### src/rtl/fetch_ctrl_if.sv
// Bundles the fetch controller's hazard inputs, PC/pipeline-register
// control outputs and its observable state/counters into one port.
interface fetch_ctrl_if;
  logic        imem_ready;
  logic        load_use;
  logic        jmp;
  logic        br_taken;
  logic        holdPC;
  logic        PCsrc;
  logic        isBranch;
  logic        stall_ifid;
  logic        flush_ifid;
  logic        flush_idex;
  logic [1:0]  state;
  logic [15:0] stall_cnt;
  logic [15:0] flush_cnt;

  // The pipeline side supplies hazard inputs and observes the controls
  modport master (
    output imem_ready, load_use, jmp, br_taken,
    input  holdPC, PCsrc, isBranch, stall_ifid, flush_ifid, flush_idex,
    input  state, stall_cnt, flush_cnt
  );

  // The controller consumes hazard inputs and drives the controls
  modport slave (
    input  imem_ready, load_use, jmp, br_taken,
    output holdPC, PCsrc, isBranch, stall_ifid, flush_ifid, flush_idex,
    output state, stall_cnt, flush_cnt
  );
endinterface

### src/rtl/fetch_ctrl.sv
// Fetch-stage hazard controller: decides per cycle whether the PC advances,
// holds, or is redirected by a branch/jump, and which pipeline registers
// are stalled or flushed. Also counts stall and redirect cycles.
module fetch_ctrl #(
  parameter int LU_CYCLES = 1
) (
  input logic          clk,
  input logic          rst,
  fetch_ctrl_if.slave  bus
);

  typedef enum logic [1:0] {
    RUN      = 2'd0,
    MEMWAIT  = 2'd1,
    LU_STALL = 2'd2,
    FLUSH    = 2'd3
  } state_t;

  localparam logic [2:0] LU_LOAD = 3'(LU_CYCLES - 1);

  state_t      state_q, next_state;
  logic [2:0]  lu_cnt_q, lu_next;
  logic [15:0] stall_cnt_q, flush_cnt_q;
  logic        hold, pcsrc, isbr, stall_ifid, flush_ifid, flush_idex;

  // Register the FSM state and the load-use bubble countdown
  always_ff @(posedge clk) begin
    if (rst) begin
      state_q  <= RUN;
      lu_cnt_q <= 3'd0;
    end else begin
      state_q  <= next_state;
      lu_cnt_q <= lu_next;
    end
  end

  // Next state and control outputs; reset forces every control low, and
  // a taken branch always wins because it resolves the oldest instruction
  always_comb begin
    next_state = state_q;
    lu_next    = lu_cnt_q;
    hold       = 1'b0;
    pcsrc      = 1'b0;
    isbr       = 1'b0;
    stall_ifid = 1'b0;
    flush_ifid = 1'b0;
    flush_idex = 1'b0;
    if (!rst) begin
      if (bus.br_taken) begin
        isbr       = 1'b1;
        flush_ifid = 1'b1;
        flush_idex = 1'b1;
        next_state = FLUSH;
      end else begin
        unique case (state_q)
          RUN: begin
            if (bus.jmp) begin
              pcsrc      = 1'b1;
              flush_ifid = 1'b1;
              next_state = FLUSH;
            end else if (bus.load_use) begin
              hold       = 1'b1;
              stall_ifid = 1'b1;
              flush_idex = 1'b1;
              lu_next    = LU_LOAD;
              next_state = (LU_CYCLES > 1) ? LU_STALL : RUN;
            end else if (!bus.imem_ready) begin
              hold       = 1'b1;
              stall_ifid = 1'b1;
              next_state = MEMWAIT;
            end
          end
          LU_STALL: begin
            hold       = 1'b1;
            stall_ifid = 1'b1;
            flush_idex = 1'b1;
            lu_next    = lu_cnt_q - 3'd1;
            if (lu_cnt_q <= 3'd1) next_state = RUN;
          end
          MEMWAIT: begin
            if (!bus.imem_ready) begin
              hold       = 1'b1;
              stall_ifid = 1'b1;
            end else begin
              next_state = RUN;
            end
          end
          FLUSH: begin
            flush_ifid = 1'b1;
            if (bus.imem_ready) begin
              next_state = RUN;
            end else begin
              hold       = 1'b1;
              next_state = MEMWAIT;
            end
          end
          default: next_state = RUN;
        endcase
      end
    end
  end

  // Saturating counters of held-PC cycles and redirect cycles
  always_ff @(posedge clk) begin
    if (rst) begin
      stall_cnt_q <= 16'd0;
      flush_cnt_q <= 16'd0;
    end else begin
      if (hold && stall_cnt_q != 16'hFFFF) stall_cnt_q <= stall_cnt_q + 16'd1;
      if ((isbr || pcsrc) && flush_cnt_q != 16'hFFFF) flush_cnt_q <= flush_cnt_q + 16'd1;
    end
  end

  assign bus.holdPC     = hold;
  assign bus.PCsrc      = pcsrc;
  assign bus.isBranch   = isbr;
  assign bus.stall_ifid = stall_ifid;
  assign bus.flush_ifid = flush_ifid;
  assign bus.flush_idex = flush_idex;
  assign bus.state      = state_q;
  assign bus.stall_cnt  = stall_cnt_q;
  assign bus.flush_cnt  = flush_cnt_q;

endmodule

### src/flat_wrapper.sv
// flat-port wrapper written by rule: the top's interface ports become plain ports
module fetch_ctrl_flat 
#(
  parameter int LU_CYCLES = 1
)
  (clk, rst, bus_imem_ready, bus_load_use, bus_jmp, bus_br_taken, bus_holdPC, bus_PCsrc, bus_isBranch, bus_stall_ifid, bus_flush_ifid, bus_flush_idex, bus_state, bus_stall_cnt, bus_flush_cnt);
  fetch_ctrl_if bus_i ();
  input logic clk;
  input logic rst;
  input wire logic [$bits(bus_i.imem_ready)-1:0] bus_imem_ready;
  input wire logic [$bits(bus_i.load_use)-1:0] bus_load_use;
  input wire logic [$bits(bus_i.jmp)-1:0] bus_jmp;
  input wire logic [$bits(bus_i.br_taken)-1:0] bus_br_taken;
  output wire logic [$bits(bus_i.holdPC)-1:0] bus_holdPC;
  output wire logic [$bits(bus_i.PCsrc)-1:0] bus_PCsrc;
  output wire logic [$bits(bus_i.isBranch)-1:0] bus_isBranch;
  output wire logic [$bits(bus_i.stall_ifid)-1:0] bus_stall_ifid;
  output wire logic [$bits(bus_i.flush_ifid)-1:0] bus_flush_ifid;
  output wire logic [$bits(bus_i.flush_idex)-1:0] bus_flush_idex;
  output wire logic [$bits(bus_i.state)-1:0] bus_state;
  output wire logic [$bits(bus_i.stall_cnt)-1:0] bus_stall_cnt;
  output wire logic [$bits(bus_i.flush_cnt)-1:0] bus_flush_cnt;
  assign bus_i.imem_ready = bus_imem_ready;
  assign bus_i.load_use = bus_load_use;
  assign bus_i.jmp = bus_jmp;
  assign bus_i.br_taken = bus_br_taken;
  assign bus_holdPC = bus_i.holdPC;
  assign bus_PCsrc = bus_i.PCsrc;
  assign bus_isBranch = bus_i.isBranch;
  assign bus_stall_ifid = bus_i.stall_ifid;
  assign bus_flush_ifid = bus_i.flush_ifid;
  assign bus_flush_idex = bus_i.flush_idex;
  assign bus_state = bus_i.state;
  assign bus_stall_cnt = bus_i.stall_cnt;
  assign bus_flush_cnt = bus_i.flush_cnt;
  fetch_ctrl #(.LU_CYCLES(LU_CYCLES)) u_core (.clk(clk), .rst(rst), .bus(bus_i));
endmodule
### config.mk
export PLATFORM = sky130hd
export DESIGN_NAME = fetch_ctrl_flat
export DESIGN_NICKNAME = d
export VERILOG_FILES = /design/src/rtl/fetch_ctrl_if.sv /design/src/rtl/fetch_ctrl.sv /design/src/flat_wrapper.sv
export SDC_FILE = /design/constraint.sdc
export NUM_CORES = 1
export LEC_CHECK = 0
export BUFFER_PORTS_ARGS = -buffer_cell sky130_fd_sc_hd__clkbuf_2
export CORE_MARGIN = 4
export CORE_UTILIZATION = 35
export CTS_CLUSTER_SIZE = 40
export DETAILED_ROUTE_END_ITERATION = 10
export GPL_TIMING_DRIVEN = 0
export HOLD_SLACK_MARGIN = 0.08
export PLACE_DENSITY = 0.58
export SLEW_MARGIN = 10
export SYNTH_ARGS = -nofsm -noshare
export SYNTH_HDL_FRONTEND = slang
export SYNTH_SLANG_ARGS = --single-unit
### constraint.sdc
create_clock -name clk -period 2.4 [get_ports clk]
set_input_delay 0.6 -clock clk [delete_from_list [all_inputs] [get_ports clk]]
set_output_delay 0.6 -clock clk [all_outputs]
set_load 0.05 [all_outputs]
==> key figures <==
Placed design
  • Pre-CTS setup slack: -0.537 ns
  • Port buffer count: 43
  • GPL Wtd Cong: roughly 0.8
  • Dpl cells: between 300 and 400
  • HPWL Detailed: approximately 4500 µm

Power and ir drop
  • Power per Cell Area: between 400 and 500 nW/µm²
  • Psw: approximately 440 µW
  • Combinational group share of total power: between 20% and 30%
  • Sw Ratio: 31.3%
  • Leak: between 0.001 and 0.0015 µW
  • Final Power: 1400 µW
  • Clk pwr share: between 30% and 40%
  • Cell Int Power: approximately 960 µW
  • Sequential power share: around 46%
  • Maximum vdd ir drop: about 0.23 mV

Timing
  • Max Clock Freq: between 400 and 500 MHz
  • Final setup margin: between 0.007 and 0.008 ns
  • RSZ-0062 raised after global routing: yes
  • Final period util: around 100%
  • Final setup fails: 0
  • Final min period: 2.39 ns
  • Slew Limit Fails: 0
  • Max Clock Skew: approximately 0.01 ns
  • Hold Slack: around 0.5 ns
  • Setup TNS: 0 ns
  • Worst Tran Pin Value: between 0.7 and 0.8 ns
  • Relative max-transition margin: between 40% and 50%
  • Final hold violation count: 0

Global routing
  • Tot GR Track Use: 16.4%
  • First-pass GRT wire length: between 10000 and 15000 µm
  • Vias in the first global route: 2138
  • Largest net degree at the start of global routing: 12
  • Initial antenna violation count: 0
  • GR Overflow Total: 0

Clock tree
  • H-tree depth: 2
  • Clk buf depth: 2
  • CTS root buf: clkbuf_8
  • # hold bufs at CTS: 0
  • Total CTS buffers: 5
  • TritonCTS Sinks: 37
  • Skew-Pair Late Insertion Delay: between 0.2 and 0.3 ns
  • CTS tree: built
  • Clock-pin slew on the worst setup and hold paths: about 0.080 ns

Synth
  • Synth Cell Area: ~2300 µm²
  • Synth Net Count: a little under 300
  • EDFF count, synth: 0
  • Ys flop type: dfxtp_1
  • Register area share after synthesis: 32.1%
  • Synthesized area per cell: between 8 and 9 µm²
  • Async S/R FF share, synth: 0%
  • Yosys top cell by area: dfxtp_1
  • FF+latch count, synth: 37
  • Synth Instances: roughly 270
  • Synth area leaders: dfxtp_1, mux2_2, ha_1
  • Yosys top cell area share: between 30% and 40%
  • Netlist cell types: 50
  • Synth Warn #: 0

Floorplanning
  • Core area: approximately 6400 µm²
  • Die ar.: just under 8000 µm²
  • Initial Utilization: 36.1%
  • Height of the chip: approximately 90 µm
  • Width of the die: slightly below 90 µm
  • Row count: 29
  • IO Pins: 46

Routing
  • Final wirelength: roughly 6000 µm
  • Vias: around 2.3k
  • Iteration-0 DRC Markers: ~120
  • Antenna-violating nets left: 0
  • # DRC: 0
  • DRT Pass-1 Iters: 4
  • Vias per cell: 5.66
  • WL per Instance: approximately 15 µm

Setup path
  • Peak per-stage delay on the critical path: between 0.3 and 0.4 ns
  • Worst EP arrival: around 1.8 ns
  • Setup crit start kind: register
  • Critical path class: reg -> out
  • Worst-path cell chain: inv_4, ha_4, or3_1, o211ai_1, buf_4, clkinvlp_4, clkbuf_16
  • Req. time, crit path: roughly 1.8 ns
  • Crit. End Element: output pin
  • CP max FO: 7
  • CP max stage cell: dfxtp_4

Worst hold path
  • Worst hold-check path type: reg -> reg

Job
  • MaxCap Viol Count: 0

Outcome
  • Outcome: finished clean

Cells and area
  • Layout area overhead: 23.4%
  • Final Non-Filler Cells: approximately 400
  • Ant. Diodes: 0
  • Share of layout cells above drive strength 1: approximately 30%
  • Filler instances: between 600 and 700
  • # nets final: between 300 and 400
  • Commonest non-fill, non-tap cell in the layout: clkbuf_2
  • Most frequent cells in the layout: clkbuf_2, dfxtp_1, nor2_1
## through the flow
stage	utilization (%)	cell area (µm²)
after floorplan	-	2360
final	44.6	2850
after CTS	44.4	2840
after global placement	41.8	2670
after detailed placement	41.8	2670
after global routing	44.6	2850
## sequential cells by signal, indices dropped and copies added (netlist names)
register              flops
u_core.lu_cnt_q           3
u_core.bus.flush_cnt     16
u_core.bus.stall_cnt     16
u_core.bus.state          2
## cell type report
class / instances / area, µm² / area share (%)
Multi-Input combinational cell: 210 / 1490 / 52.5
Sequential cell: 37 / 748 / 26.3
Timing Repair Buffer: 49 / 283 / 9.93
Tap cell: 77 / 96.3 / 3.38
Buffer: 14 / 83.8 / 2.94
Clock buffer: 6 / 82.6 / 2.90
Inverter: 12 / 53.8 / 1.89
Clock inverter: 1 / 6.26 / 0.220
## final timing paths
check                      startpoint                 endpoint  slack [ns]  cells past startpoint
setup reg to reg  u_core.bus.state[1]  u_core.bus.stall_cnt[1]        0.21                      9
hold reg to reg    u_core.lu_cnt_q[2]       u_core.lu_cnt_q[2]        0.49                      2
setup / recovery  u_core.bus.state[1]               bus_holdPC       0.007                      7
hold / removal     u_core.lu_cnt_q[2]       u_core.lu_cnt_q[2]        0.49                      2
## Yosys cell counts, types with 7 or more instances
library cell and count:
a21oi_1 15, and4_1 8, clkbuf_1 10, dfxtp_1 37
ha_1 9, inv_1 11, mux2_2 14, nand2_1 15
nand3_1 13, nor2_1 28, nor2b_1 17, nor4_1 7
## critical path, delay by kind of cell, from the launching register on
| kind | cells | cell delay [ns] |
|---|---|---|
| simple gates | 1 | 0.30 |
| buf+inv | 4 | 0.49 |
| compound gates | 1 | 0.17 |
| fa+ha+maj | 1 | 0.17 |
| flops | 1 | 0.36 |
## cells by family (layout without fill, tap and decap cells)
| kind of cell | count (synthesis) | count (layout) | synth area share (%) |
|---|---|---|---|
| flip-flops | 37 | 37 | 32.1 |
| adder cells (fa/ha/maj) | 9 | 9 | 4.88 |
| buffers and inverters | 27 | 82 | 5.37 |
| multiplexers | 20 | 20 | 9.49 |
| AO/OA/AOI/OAI | 61 | 61 | 19.0 |
| AND/OR/NAND/NOR | 120 | 120 | 29.2 |
## per-layer routing
layer	track usage [%]	wire length (µm)	vias to the layer above
li1	-	-	1137
met5	0	0	-
met4	4.87	55	0
met2	26.7	2850	47
met3	2.86	298	7
met1	22.1	2920	1106
## timing repair
action | 4_1_cts | 5_1_grt
setup endpoints to repair | 12 | 3
resized for setup | 12 | 3
buffers inserted | 5 | 1
pin swaps | 2 | 0
endpoints found under the hold margin | 0 | 0
## power by group through the flow
stage          logic [µW]  registers [µW]  clock network (µW)
2_1_floorplan         162             703                   0
3_3_place_gp          262             664                   0
3_5_place_dp          264             664                   0
4_1_cts               296             646                 472
5_1_grt               322             650                 496
6_report              297             646                 456
No activity file was read; power rests on OpenSTA's default activity.
